File: src/rtl/reset_manager_pkg.sv
// Shared definitions for the reset manager: state encoding and counter sizing.
package reset_manager_pkg;

   // Fixed encoding presented on state_o.
   localparam logic [2:0] STATE_WAIT_LOCK = 3'd0;
   localparam logic [2:0] STATE_STABLE    = 3'd1;
   localparam logic [2:0] STATE_RELEASE   = 3'd2;
   localparam logic [2:0] STATE_RUN       = 3'd3;
   localparam logic [2:0] STATE_SW_HOLD   = 3'd4;

   typedef enum logic [2:0] {
      ST_WAIT_LOCK = STATE_WAIT_LOCK,
      ST_STABLE    = STATE_STABLE,
      ST_RELEASE   = STATE_RELEASE,
      ST_RUN       = STATE_RUN,
      ST_SW_HOLD   = STATE_SW_HOLD
   } state_e;

   // Largest of three counts; used to size the shared cycle counter.
   function automatic int max3(input int a, input int b, input int c);
      int m;
      m = (a > b) ? a : b;
      return (m > c) ? m : c;
   endfunction

endpackage

File: src/rtl/reset_manager_sync_cell.sv
// sync_cell: STAGES-deep flop chain bringing an asynchronous level into clk,
// cleared to 0 by the asynchronous reset.
module sync_cell #(
   parameter int STAGES = 2
) (
   input  logic clk,
   input  logic rst_n,
   input  logic d_i,
   output logic q_o
);

   logic [STAGES-1:0] sync_q;

   // Shift the input through the synchroniser chain.
   always_ff @(posedge clk or negedge rst_n) begin
      // NOTE: non-blocking assignments make every stage sample the previous
      // stage's old value, so the chain really is STAGES flops deep.
      if (!rst_n) begin
         sync_q <= '0;
      end else begin
         sync_q <= {sync_q[STAGES-2:0], d_i};
      end
   end

   assign q_o = sync_q[STAGES-1];

endmodule

File: src/rtl/reset_manager.sv
// reset_manager: qualifies PLL lock, then releases N_DOMAINS active-low
// resets in order, one every STAGE_GAP_CYCLES. Supports a software reset
// request while running.
// Optional feature: define RESET_MANAGER_LOCK_RECOVERY_EN to make a lock
// drop while running pull all resets low, set lock_lost and requalify.
// Without it, lock drops in RUN are ignored and lock_lost stays 0.
module reset_manager
   import reset_manager_pkg::*;
#(
   parameter int N_DOMAINS          = 3,
   parameter int SYNC_STAGES        = 2,
   parameter int LOCK_STABLE_CYCLES = 1024,
   parameter int STAGE_GAP_CYCLES   = 16,
   parameter int SW_HOLD_CYCLES     = 8
) (
   input  logic                 clk,
   input  logic                 rst_n,
   input  logic                 pll_lock,
   input  logic                 sw_rst_req,
   output logic [N_DOMAINS-1:0] rst_n_out,
   output logic                 ready,
   output logic                 lock_lost,
   output logic [2:0]           state_o
);

   localparam int CNT_MAX = max3(LOCK_STABLE_CYCLES, STAGE_GAP_CYCLES * N_DOMAINS,
                                 SW_HOLD_CYCLES);
   localparam int CNT_W   = $clog2(CNT_MAX) + 1;

   localparam logic [CNT_W-1:0]     CNT_ONE   = CNT_W'(1);
   localparam logic [CNT_W-1:0]     LOCK_TGT  = CNT_W'(LOCK_STABLE_CYCLES);
   localparam logic [CNT_W-1:0]     GAP_TGT   = CNT_W'(STAGE_GAP_CYCLES);
   localparam logic [CNT_W-1:0]     HOLD_TGT  = CNT_W'(SW_HOLD_CYCLES);
   localparam logic [N_DOMAINS-1:0] REL_FIRST = N_DOMAINS'(1);

   // Parameter lower bounds, checked at elaboration.
   if (N_DOMAINS < 1) begin : g_chk_domains
      $error("reset_manager: N_DOMAINS must be >= 1");
   end
   if (SYNC_STAGES < 2) begin : g_chk_sync
      $error("reset_manager: SYNC_STAGES must be >= 2");
   end
   if (LOCK_STABLE_CYCLES < 1) begin : g_chk_lock
      $error("reset_manager: LOCK_STABLE_CYCLES must be >= 1");
   end
   if (STAGE_GAP_CYCLES < 1) begin : g_chk_gap
      $error("reset_manager: STAGE_GAP_CYCLES must be >= 1");
   end
   if (SW_HOLD_CYCLES < 1) begin : g_chk_hold
      $error("reset_manager: SW_HOLD_CYCLES must be >= 1");
   end

   logic                 lock_sync;
   state_e               state_q;
   logic [CNT_W-1:0]     cnt_q;
   logic [CNT_W-1:0]     cnt_inc;
   logic [N_DOMAINS-1:0] rst_n_out_q;
   logic [N_DOMAINS-1:0] rel_next;
   logic                 ready_q;
   logic                 lock_lost_q;

   // pll_lock is only ever observed through this synchroniser.
   sync_cell #(
      .STAGES (SYNC_STAGES)
   ) u_lock_sync (
      .clk   (clk),
      .rst_n (rst_n),
      .d_i   (pll_lock),
      .q_o   (lock_sync)
   );

   assign cnt_inc  = cnt_q + CNT_ONE;
   // Releasing the next domain extends the run of ones up from bit 0.
   assign rel_next = (rst_n_out_q << 1) | REL_FIRST;

   // Sequencer FSM with registered outputs.
   always_ff @(posedge clk or negedge rst_n) begin
      if (!rst_n) begin
         state_q     <= ST_WAIT_LOCK;
         cnt_q       <= '0;
         rst_n_out_q <= '0;
         ready_q     <= 1'b0;
         lock_lost_q <= 1'b0;
      end else begin
         unique case (state_q)
            ST_WAIT_LOCK: begin
               rst_n_out_q <= '0;
               ready_q     <= 1'b0;
               cnt_q       <= '0;
               if (lock_sync) begin
                  state_q <= ST_STABLE;
               end
            end

            ST_STABLE: begin
               if (!lock_sync) begin
                  state_q     <= ST_WAIT_LOCK;
                  cnt_q       <= '0;
                  rst_n_out_q <= '0;
               end else if (cnt_inc == LOCK_TGT) begin
                  cnt_q       <= '0;
                  rst_n_out_q <= REL_FIRST;
                  if (REL_FIRST[N_DOMAINS-1]) begin
                     state_q <= ST_RUN;
                     ready_q <= 1'b1;
                  end else begin
                     state_q <= ST_RELEASE;
                  end
               end else begin
                  cnt_q <= cnt_inc;
               end
            end

            ST_RELEASE: begin
               if (!lock_sync) begin
                  state_q     <= ST_WAIT_LOCK;
                  cnt_q       <= '0;
                  rst_n_out_q <= '0;
               end else if (cnt_inc == GAP_TGT) begin
                  cnt_q       <= '0;
                  rst_n_out_q <= rel_next;
                  if (rel_next[N_DOMAINS-1]) begin
                     state_q <= ST_RUN;
                     ready_q <= 1'b1;
                  end
               end else begin
                  cnt_q <= cnt_inc;
               end
            end

            ST_RUN: begin
`ifdef RESET_MANAGER_LOCK_RECOVERY_EN
               if (!lock_sync) begin
                  state_q     <= ST_WAIT_LOCK;
                  cnt_q       <= '0;
                  rst_n_out_q <= '0;
                  ready_q     <= 1'b0;
                  lock_lost_q <= 1'b1;
               end else if (sw_rst_req) begin
                  state_q     <= ST_SW_HOLD;
                  cnt_q       <= '0;
                  rst_n_out_q <= '0;
                  ready_q     <= 1'b0;
                  lock_lost_q <= 1'b0;
               end
`else
               if (sw_rst_req) begin
                  state_q     <= ST_SW_HOLD;
                  cnt_q       <= '0;
                  rst_n_out_q <= '0;
                  ready_q     <= 1'b0;
                  lock_lost_q <= 1'b0;
               end
`endif
            end

            ST_SW_HOLD: begin
               if (cnt_inc == HOLD_TGT) begin
                  state_q <= ST_WAIT_LOCK;
                  cnt_q   <= '0;
               end else begin
                  cnt_q <= cnt_inc;
               end
            end

            default: begin
               state_q     <= ST_WAIT_LOCK;
               cnt_q       <= '0;
               rst_n_out_q <= '0;
               ready_q     <= 1'b0;
            end
         endcase
      end
   end

   assign rst_n_out = rst_n_out_q;
   assign ready     = ready_q;
   assign lock_lost = lock_lost_q;
   assign state_o   = state_q;

endmodule
File: config.mk
export PLATFORM = sky130hd
export DESIGN_NAME = reset_manager
export DESIGN_NICKNAME = d
export VERILOG_FILES = /design/src/rtl/reset_manager_pkg.sv /design/src/rtl/reset_manager_sync_cell.sv /design/src/rtl/reset_manager.sv
export SDC_FILE = /design/constraint.sdc
export NUM_CORES = 1
export LEC_CHECK = 0
export CAP_MARGIN = 30
export CORE_MARGIN = 2
export CORE_UTILIZATION = 55
export CTS_CLUSTER_SIZE = 24
export DETAILED_ROUTE_END_ITERATION = 16
export MAX_ROUTING_LAYER = met4
export PLACE_DENSITY_LB_ADDON = 0.2
export SYNTH_ARGS = -nofsm -noshare
export SYNTH_HDL_FRONTEND = slang
export SYNTH_HIERARCHICAL = 1
export SYNTH_SLANG_ARGS = --single-unit
File: constraint.sdc
create_clock -name clk -period 3.22 [get_ports clk]
set_input_delay 0.483 -clock clk [delete_from_list [all_inputs] [get_ports clk]]
set_output_delay 0.483 -clock clk [all_outputs]
set_load 0.05 [all_outputs]
Yosys cells after proc, flatten, opt, wreduce, memory -nomap -nowiden
Index checks and enable logic that the tools add are counted.
- add/sub/neg operators: 1
- bitwise logic cells: 2
- muxes and demuxes: 27
- reductions and logical operators: 5
- eq/ne operators: 16
- operator list (operator ; count):
    two-way mux 11 bit ; 6
    case mux 11 bit (4 select lines) ; 1
    two-way mux 3 bit ; 13
    case mux 3 bit (5 select lines) ; 1
    case mux 3 bit (4 select lines) ; 1
    adder 11 x 1 -> 11 bit, second input constant ; 1
    equality test 11 bit, second input constant ; 1
    equality test 11 x 4 -> 1 bit, second input constant ; 1
    equality test 11 x 5 -> 1 bit, second input constant ; 1
    inequality test 3 bit, second input constant ; 3
    inequality test 2 bit, second input constant ; 4
    equality test 3 x 2 -> 1 bit, second input constant ; 2
    AND reduction 6 bit ; 1
    AND reduction 5 bit ; 1
    two-way mux 1 bit ; 4
    inequality test 2 x 1 -> 1 bit, second input constant ; 2
    AND reduction 4 bit ; 1
    equality test 3 x 1 -> 1 bit, second input constant ; 1
    equality test 3 bit, second input constant ; 1
    zero test 3 bit ; 1
    case mux 1 bit (3 select lines) ; 1
    NOT 1 bit ; 2
    OR reduction 2 bit ; 1
- logic and storage cells: 56
- register bits: 20

Depth between registers and ports, before layout
Gate-level depths: netlist (run 1).
- word-level depth: 5
- depth in mapped cells: 10
- depth with buffers taken out: 8

By module
The synthesis (run 1) kept the hierarchy.
- by module, submodules not included (module ; instances ; area each (µm²) ; sequential area each (µm²) ; cells an instance):
    reset_manager ; 1 ; 1357.6 ; 450.4 ; 151
    sync_cell ; 1 ; 50.0 ; 50.0 ; 2

Worst setup path before layout (run 1)
Ideal clock, no wire load.
- path kind: flip-flop to flip-flop
- from: register cnt_q[0]
- to: register state_q[1] (netlist: state_o[1])
- buffers on the path: 1
- slack: 722 ps
- period minus slack after synthesis: 2498 ps
- setup time: 128 ps
- arrival time: 2371 ps
- data required time: 3092 ps
- stages on the path, launching flop included: 10
- path through: dfrtp_1 > ha_1 > buf_6 > nand4_1 > a2111oi_2 > o32a_2 > o211ai_4 > a211oi_2 > o21ai_1 > mux2_1
- word-level cells in the longest chain between the ends: 4
- ends and longest elaborated chain (element ; RTL line ; RTL):
    start, declared ; reset_manager.sv:55 ; logic [CNT_W-1:0] cnt_q;
    start signal, assigned ; reset_manager.sv:110 ; cnt_q <= cnt_inc;
    start signal, assigned ; reset_manager.sv:127 ; cnt_q <= cnt_inc;
    start signal, assigned ; reset_manager.sv:162 ; cnt_q <= cnt_inc;
    adder 11 x 1 -> 11 bit (*) ; reset_manager.sv:72 ; assign cnt_inc = cnt_q + CNT_ONE;
    equality test 11 x 5 -> 1 bit (tied with other cells) ; reset_manager.sv:119 ; end else if (cnt_inc == GAP_TGT) begin
    inequality test 3 bit (no source line) or inequality test 2 bit (tied branches) ; -- ;
    AND reduction 6 bit (no source line) (*) ; -- ;
    end signal, assigned ; reset_manager.sv:79 ; state_q <= ST_WAIT_LOCK;
    end signal, assigned ; reset_manager.sv:116 ; state_q <= ST_WAIT_LOCK;
    end signal, assigned ; reset_manager.sv:123 ; state_q <= ST_RUN;
    end, declared ; reset_manager.sv:54 ; state_e state_q;
Mark *: on every way between the ends. The rest lies on a longest branch, timed or not.
A chain may end at the register's enable or synchronous reset.

Worst setup path in the final report (run 1)
- from: register cnt_q[0]
- to: register cnt_q[6]
- word-level cells in the longest chain between the ends: 5
- ends and longest elaborated chain (element ; RTL line ; RTL):
    adder 11 x 1 -> 11 bit (*) ; reset_manager.sv:72 ;
    equality test 11 x 5 -> 1 bit or equality test 11 bit (tied branches) ; reset_manager.sv:119, reset_manager.sv:100 ;
    two-way mux 11 bit, on equally long branches ; reset_manager.sv:119, reset_manager.sv:100 ;
    two-way mux 11 bit, on equally long branches ; reset_manager.sv:115, reset_manager.sv:96 ;
    case mux 11 bit (4 select lines) (*) ; reset_manager.sv:85 ; unique case (state_q)
Marks and branches as above.

==> flow_metrics.tcl, run 1 <==
set metrics [dict create \
    status "completed" \
    netlist.area_leader.share_pct 35.6 \
    grt_use_met1_pct 32.1 \
    required_ns 3.42 \
    dp_hpwl_um 2020 \
    die_y_um 54.6 \
    synth.distinct_cells 53 \
    place_congestion 0.915 \
    critPathTopFamily "compound AO/OA/AOI/OAI gates" \
    core_area_um2 2450 \
    final_cell_mix "dfrtp_1, nand2_1, o21ai_0, nor2_1, clkdlybuf4s50_1" \
    final_common_cell "dfrtp_1" \
    irDropWorstVdd_mv 0.426 \
    clock_sinks 20 \
    finalCritPeriodShare_pct 88.8 \
    ys.flop_type "dfrtp_1" \
    first_global_vias 1033 \
    clock-root-buffer "clkbuf_4" \
    yosys_register_bits 20 \
    crit_buf_inv 1 \
    nNetsFinal 166 \
    use_met3_pct 3.28 \
    cp-end-kind "register" \
    drive_above_1_share_pct 15.7 \
    clock_latency_ns 0.30 \
    cts_setup_buffers 0 \
    cp-start-kind "register" \
    yosys_warnings 6 \
    min_path_type "register to register" \
    netlist.top_cell.by_area "dfrtp_1" \
    crit_type "register to register" \
    drv.max_cap_violation_count 0 \
    cts_resized 0 \
    drtIter0Drc 48 \
    drt-vias-per-instance 6.35 \
    n_fill_cell 204 \
    grt_max_degree 21 \
    synth-async-reset-ratio_pct 100 \
    fin_hold_ws_ns 0.367 \
    drc 0 \
    ys_seq_area_share_pct 35.6 \
    clockBufferDepth 2 \
    n_antenna_cell 0 \
    power_density_nw_per_um2 577 \
    die-width_um 54.6 \
    synth.area.top_cells "dfrtp_1, nand2_1, o21ai_0" \
    io_pins 12 \
    cp_slowest_stage_delay_ns 0.50 \
    setup_viol 0 \
    avgSynthCellArea_um2 9.20 \
    tritoncts "built" \
    vias 1200 \
    finalMaxSlewViolations 0 \
    die_area_um2 2980 \
    htree_levels 1 \
    initial_core_util_pct 57.3 \
    synth_edf_count 0 \
    antenna_found_initial 0 \
    final_antenna_net_count 0 \
    power.leakage_nw 0.645 \
    period_needed_ns 2.86 \
    grt_use_met2_pct 33.5 \
    design_area_um2 1500 \
    synth_fp_nets 159 \
    finalWirelength_um 2820 \
    row_count 18 \
    finalHoldViolCount 0 \
    cts_buffers 3 \
    fmax_mhz 350 \
    place_area_um2 1460 \
    rsz0062_at_grt "false" \
    wl_per_cell_um 14.9 \
    cp_max_fo 13 \
    mappedNetlistArea_um2 1410 \
    cp_data_arrival_time_ns 3.06 \
    slew_headroom_pct 38.0 \
    syn2layout_area_growth_pct 6.58 \
    hold_buffers 0 \
    tightest_slew_ns 0.927 \
    fin_worst_skew_ns 0.00316 \
    port_buffers 10 \
    grt_overflow 0 \
    synth_cells 153 \
    grt_first_pass_wirelength_um 4710 \
    path_cells "ha_1 > nand4_1 > a2111oi_2 > o32a_2 > a31oi_1 > a211oi_2 > buf_4 > nor3_1 > a211o_1" \
    drt_pass1_iterations 4 \
    cp_slowest_cell "dfrtp_1" \
    top_usage_layer "met2" \
    clkTransAtPathRegs_ns 0.12 \
    grt.total_usage_pct 22.8 \
    setup-tns-final_ns 0 \
]
==> worst paths after layout <==
path | from | end | slack, ns | cells past startpoint
min | u_lock_sync/sync_q[0]$_DFF_PN0_ | u_lock_sync/sync_q[1]$_DFF_PN0_ | 0.37 | 0
max reg2reg | cnt_q[0]$_DFFE_PN0N_ | cnt_q[6]$_DFFE_PN0N_ | 0.36 | 9
min in group asynchronous | rst_n | cnt_q[8]$_DFFE_PN0N_ | 0.68 | 1
max | cnt_q[0]$_DFFE_PN0N_ | cnt_q[6]$_DFFE_PN0N_ | 0.36 | 9
max in group asynchronous | rst_n | state_o[1]$_DFFE_PN0P_ | 1.97 | 1
min reg2reg | u_lock_sync/sync_q[0]$_DFF_PN0_ | u_lock_sync/sync_q[1]$_DFF_PN0_ | 0.37 | 0
==> layout make-up <==
class	instances	area, um^2	share of cell area, %
clock buffer	4	36.3	2.42
sequential	20	500	33.4
tap	30	37.5	2.50
multi-input combinational	119	800	53.3
inverter	5	18.8	1.25
timing repair buffer	11	108	7.17
==> logic make-up after synthesis <==
group                      count (synthesis)  share of synthesized area, %
muxes                                      2                          1.51
adders and majority gates                  2                          1.78
and+or+nand+nor                           66                          25.2
DFF                                       20                          35.6
xor gates and xnor gates                   3                          1.87
AOI/OAI and AO/OA                         45                          26.2
buffers and inverters                     14                          7.64
other                                      1                         0.266
==> power breakdown <==
| group | total [mW] | leakage (nW) | switching, mW | internal [mW] |
|---|---|---|---|---|
| clock | 0.150 | 0.0210 | 0.0813 | 0.0689 |
| combinational | 0.381 | 0.354 | 0.233 | 0.148 |
| sequential | 0.334 | 0.270 | 0.0549 | 0.279 |
==> routing by layer <==
| metal | vias up | part of all wire (%) |
|---|---|---|
| li1 | 579 | - |
| met1 | 580 | 48 |
| met4 | 0 | 0 |
| met2 | 41 | 47 |
| met3 | 0 | 5.2 |
| met5 | - | 0 |
==> stage by stage <==
step | power (mW) | utilization (%) | instances | setup WS, ns
2_1_floorplan | 0.646 | - | 153 | 0.722
3_3_place_gp | 0.706 | 59.6 | 185 | 0.556
3_5_place_dp | 0.715 | 59.6 | 185 | 0.402
4_1_cts | 0.866 | 61.1 | 189 | 0.376
5_1_grt | 0.928 | 61.1 | 189 | 0.132
6_report | 0.865 | 61.1 | 189 | 0.360
==> state kept, by name (all words and copies together), names as in the netlist <==
| name | flops |
|---|---|
| cnt_q | 11 |
| rst_n_out | 3 |
| state_o | 3 |
| u_lock_sync/sync_q | 2 |
| ready | 1 |
==> synth_stat cells (2+ instances only) <==
library cell,n
nor4_1,2
a31oi_1,2
inv_1,5
a21o_1,3
a211o_1,4
nor3_1,6
and2_1,4
a31o_2,3
o21ai_0,12
buf_4,2
nand2_1,17
xnor2_1,2
nand3_1,8
o21bai_1,2
dfrtp_1,20
nor2_2,3
nor3b_1,4
ha_1,2
nor2_1,11
and2b_2,2
a21oi_1,3
buf_6,5
==> worst register-to-register path: stages (launching register included) <==
cell and delay, ns:
dfrtp_1 0.50, ha_1 0.38, nand4_1 0.27, a2111oi_2 0.35, o32a_2 0.28, a31oi_1 0.14, a211oi_2 0.27, buf_4 0.24
nor3_1 0.08, a211o_1 0.27
(Power assumes the default switching activity.)
==> run 2, diff against run 1 <==
--- a/config.mk
+++ b/config.mk
@@ -16,3 +16,4 @@
 export SYNTH_HDL_FRONTEND = slang
 export SYNTH_HIERARCHICAL = 1
 export SYNTH_SLANG_ARGS = --single-unit
+export TNS_END_PERCENT = 50
==> results of run 2 <==
The final DEF is identical to that of run 1; final timing and power are the same.
==> run 3, diff against run 2 <==
--- a/config.mk
+++ b/config.mk
@@ -12,6 +12,7 @@
 export DETAILED_ROUTE_END_ITERATION = 16
 export MAX_ROUTING_LAYER = met4
 export PLACE_DENSITY_LB_ADDON = 0.2
+export REMOVE_ABC_BUFFERS = 1
 export SYNTH_ARGS = -nofsm -noshare
 export SYNTH_HDL_FRONTEND = slang
 export SYNTH_HIERARCHICAL = 1
==> run 3 against run 2 <==
Against the previous run: clock skew down 0.0026 ns; hold slack better by 0.0012 ns; clock power up 41%; largest cell class unchanged.
==> flow_metrics.tcl, run 3 (synthesis results as in run 1) <==
set metrics [dict create \
    status "completed" \
    cp_max_fo 14 \
    min_path_type "register to register" \
    die_y_um 54.6 \
    cts_setup_buffers 0 \
    power_density_nw_per_um2 606 \
    fin_worst_skew_ns 0.000554 \
    htree_levels 1 \
    finalHoldViolCount 0 \
    worstReg2RegStart "cnt_q[0]$_DFFE_PN0N_" \
    power.total_uw 918 \
    fmax_mhz 347 \
    wl_per_cell_um 13.7 \
    cp-start-kind "register" \
    hold_depth 0 \
    core_area_um2 2450 \
    antenna_found_initial 0 \
    period_needed_ns 2.89 \
    row_count 18 \
    critPathTopFamily "compound AO/OA/AOI/OAI gates" \
    tritoncts "built" \
    irDropWorstVdd_mv 0.492 \
    drt-vias-per-instance 5.95 \
    fin_util_pct 61.8 \
    rrSetupSlack_ns 0.33 \
    crit_buf_inv 1 \
    drc 0 \
    finalCritPeriodShare_pct 89.6 \
    port_buffers 10 \
    nNetsFinal 166 \
    multi_input_area_um2 800 \
    grt.total_usage_pct 20.9 \
    cp_slowest_stage_delay_ns 0.50 \
    grt_max_degree 21 \
    place_area_um2 1460 \
    setup-tns-final_ns 0 \
    io_pins 12 \
    clkTransAtPathRegs_ns 0.12 \
    finalMaxSlewViolations 0 \
    register_area_um2 500 \
    hold_buffers 0 \
    grt_overflow 0 \
    crit_type "register to register" \
    grt_first_pass_wirelength_um 4360 \
    drive_above_1_share_pct 15.7 \
    largest_reg_flops 11 \
    r2r-end "state_o[1]$_DFFE_PN0P_" \
    cp-end-kind "register" \
    clock_latency_ns 0.31 \
    cts_buffers 3 \
    clock-root-buffer "clkbuf_4" \
    tightest_slew_ns 0.844 \
    path_cells "ha_1 > nand4_1 > a2111oi_2 > o32a_2 > a31oi_1 > a211oi_2 > buf_4 > o21ai_1 > mux2_1" \
    design_area_um2 1520 \
    slew_headroom_pct 43.5 \
    rsz0062_at_grt "false" \
    power.leakage_nw 0.652 \
    min_to "u_lock_sync/sync_q[1]$_DFF_PN0_" \
    required_ns 3.43 \
    final_antenna_net_count 0 \
    setup_viol 0 \
    drtIter0Drc 12 \
    cp_data_arrival_time_ns 3.09 \
    n_fill_cell 213 \
    initial_core_util_pct 57.3 \
    die-width_um 54.6 \
    finalWirelength_um 2590 \
    clock_sinks 20 \
    reg2regPathDepth 9 \
    drv.max_cap_violation_count 0 \
    cp_slowest_cell "dfrtp_1" \
    final_cell_mix "dfrtp_1, nand2_1, o21ai_0, nor2_1, clkdlybuf4s50_1" \
    clockBufferDepth 2 \
    vias 1124 \
    final_common_cell "dfrtp_1" \
    die_area_um2 2980 \
    largest_register "cnt_q" \
    n_antenna_cell 0 \
    dp_hpwl_um 1960 \
    syn2layout_area_growth_pct 7.73 \
    hold_start "u_lock_sync/sync_q[0]$_DFF_PN0_" \
    place_congestion 0.895 \
    first_global_vias 920 \
    drt_pass1_iterations 4 \
    fin_hold_ws_ns 0.369 \
    cts_resized 0 \
]
[run 3: cell types whose count changed in the layout (fill, tap and decap cells not counted)]
cell and delta:
clkbuf_8 -1, bufinv_16 +1
[run 3: how the worst max path moves through the flow]
stage                               from                      to  slack [ns]  cells past startpoint
floorplan           cnt_q[0]$_DFFE_PN0N_  state_o[1]$_DFFE_PN0P_        0.35                      8
global placement    cnt_q[0]$_DFFE_PN0N_  state_o[1]$_DFFE_PN0P_        0.51                      9
detailed placement  cnt_q[0]$_DFFE_PN0N_  state_o[1]$_DFFE_PN0P_        0.38                      9
CTS                 cnt_q[0]$_DFFE_PN0N_  state_o[1]$_DFFE_PN0P_        0.34                      9
global route        cnt_q[0]$_DFFE_PN0N_  state_o[1]$_DFFE_PN0P_        0.07                      9
finish              cnt_q[0]$_DFFE_PN0N_  state_o[1]$_DFFE_PN0P_        0.33                      9
[run 3: per-stage QoR]
| step | std cells | setup WS, ns |
|---|---|---|
| 3_3_place_gp | 185 | 0.514 |
| 4_1_cts | 189 | 0.344 |
| 6_report | 189 | 0.335 |
| 5_1_grt | 189 | 0.0742 |
| 2_1_floorplan | 144 | 0.345 |
| 3_5_place_dp | 185 | 0.377 |
[run 3: worst reg2reg max path, cell delays in order (launching register included)]
cell	delay (ns)
dfrtp_1	0.50
ha_1	0.39
nand4_1	0.28
a2111oi_2	0.34
o32a_2	0.28
a31oi_1	0.14
a211oi_2	0.22
buf_4	0.23
o21ai_1	0.10
mux2_1	0.31
[run 3: area by class of cell]
type                    count  area share (%)
clock buffers               3            1.49
clock inverters             1            1.98
inverters                   5            1.24
multi-input cells         119            52.7
flip-flops and latches     20            33.0
well taps                  30            2.48
repair buffers             11            7.10
[run 3: power breakdown]
part | switching [mW] | internal, mW
clock | 0.0863 | 0.126
sequential | 0.0562 | 0.279
combinational | 0.223 | 0.148
total | 0.365 | 0.553
[run 3: metal layers]
| metal | wire (um) | GRT usage [%] | part of all wire, % |
|---|---|---|---|
| met5 | 0 | - | 0 |
| met2 | 1130 | 28.8 | 43 |
| met1 | 1340 | 31.2 | 52 |
| met3 | 113 | 3.28 | 4.4 |
| met4 | 9 | 6.25 | 0.35 |
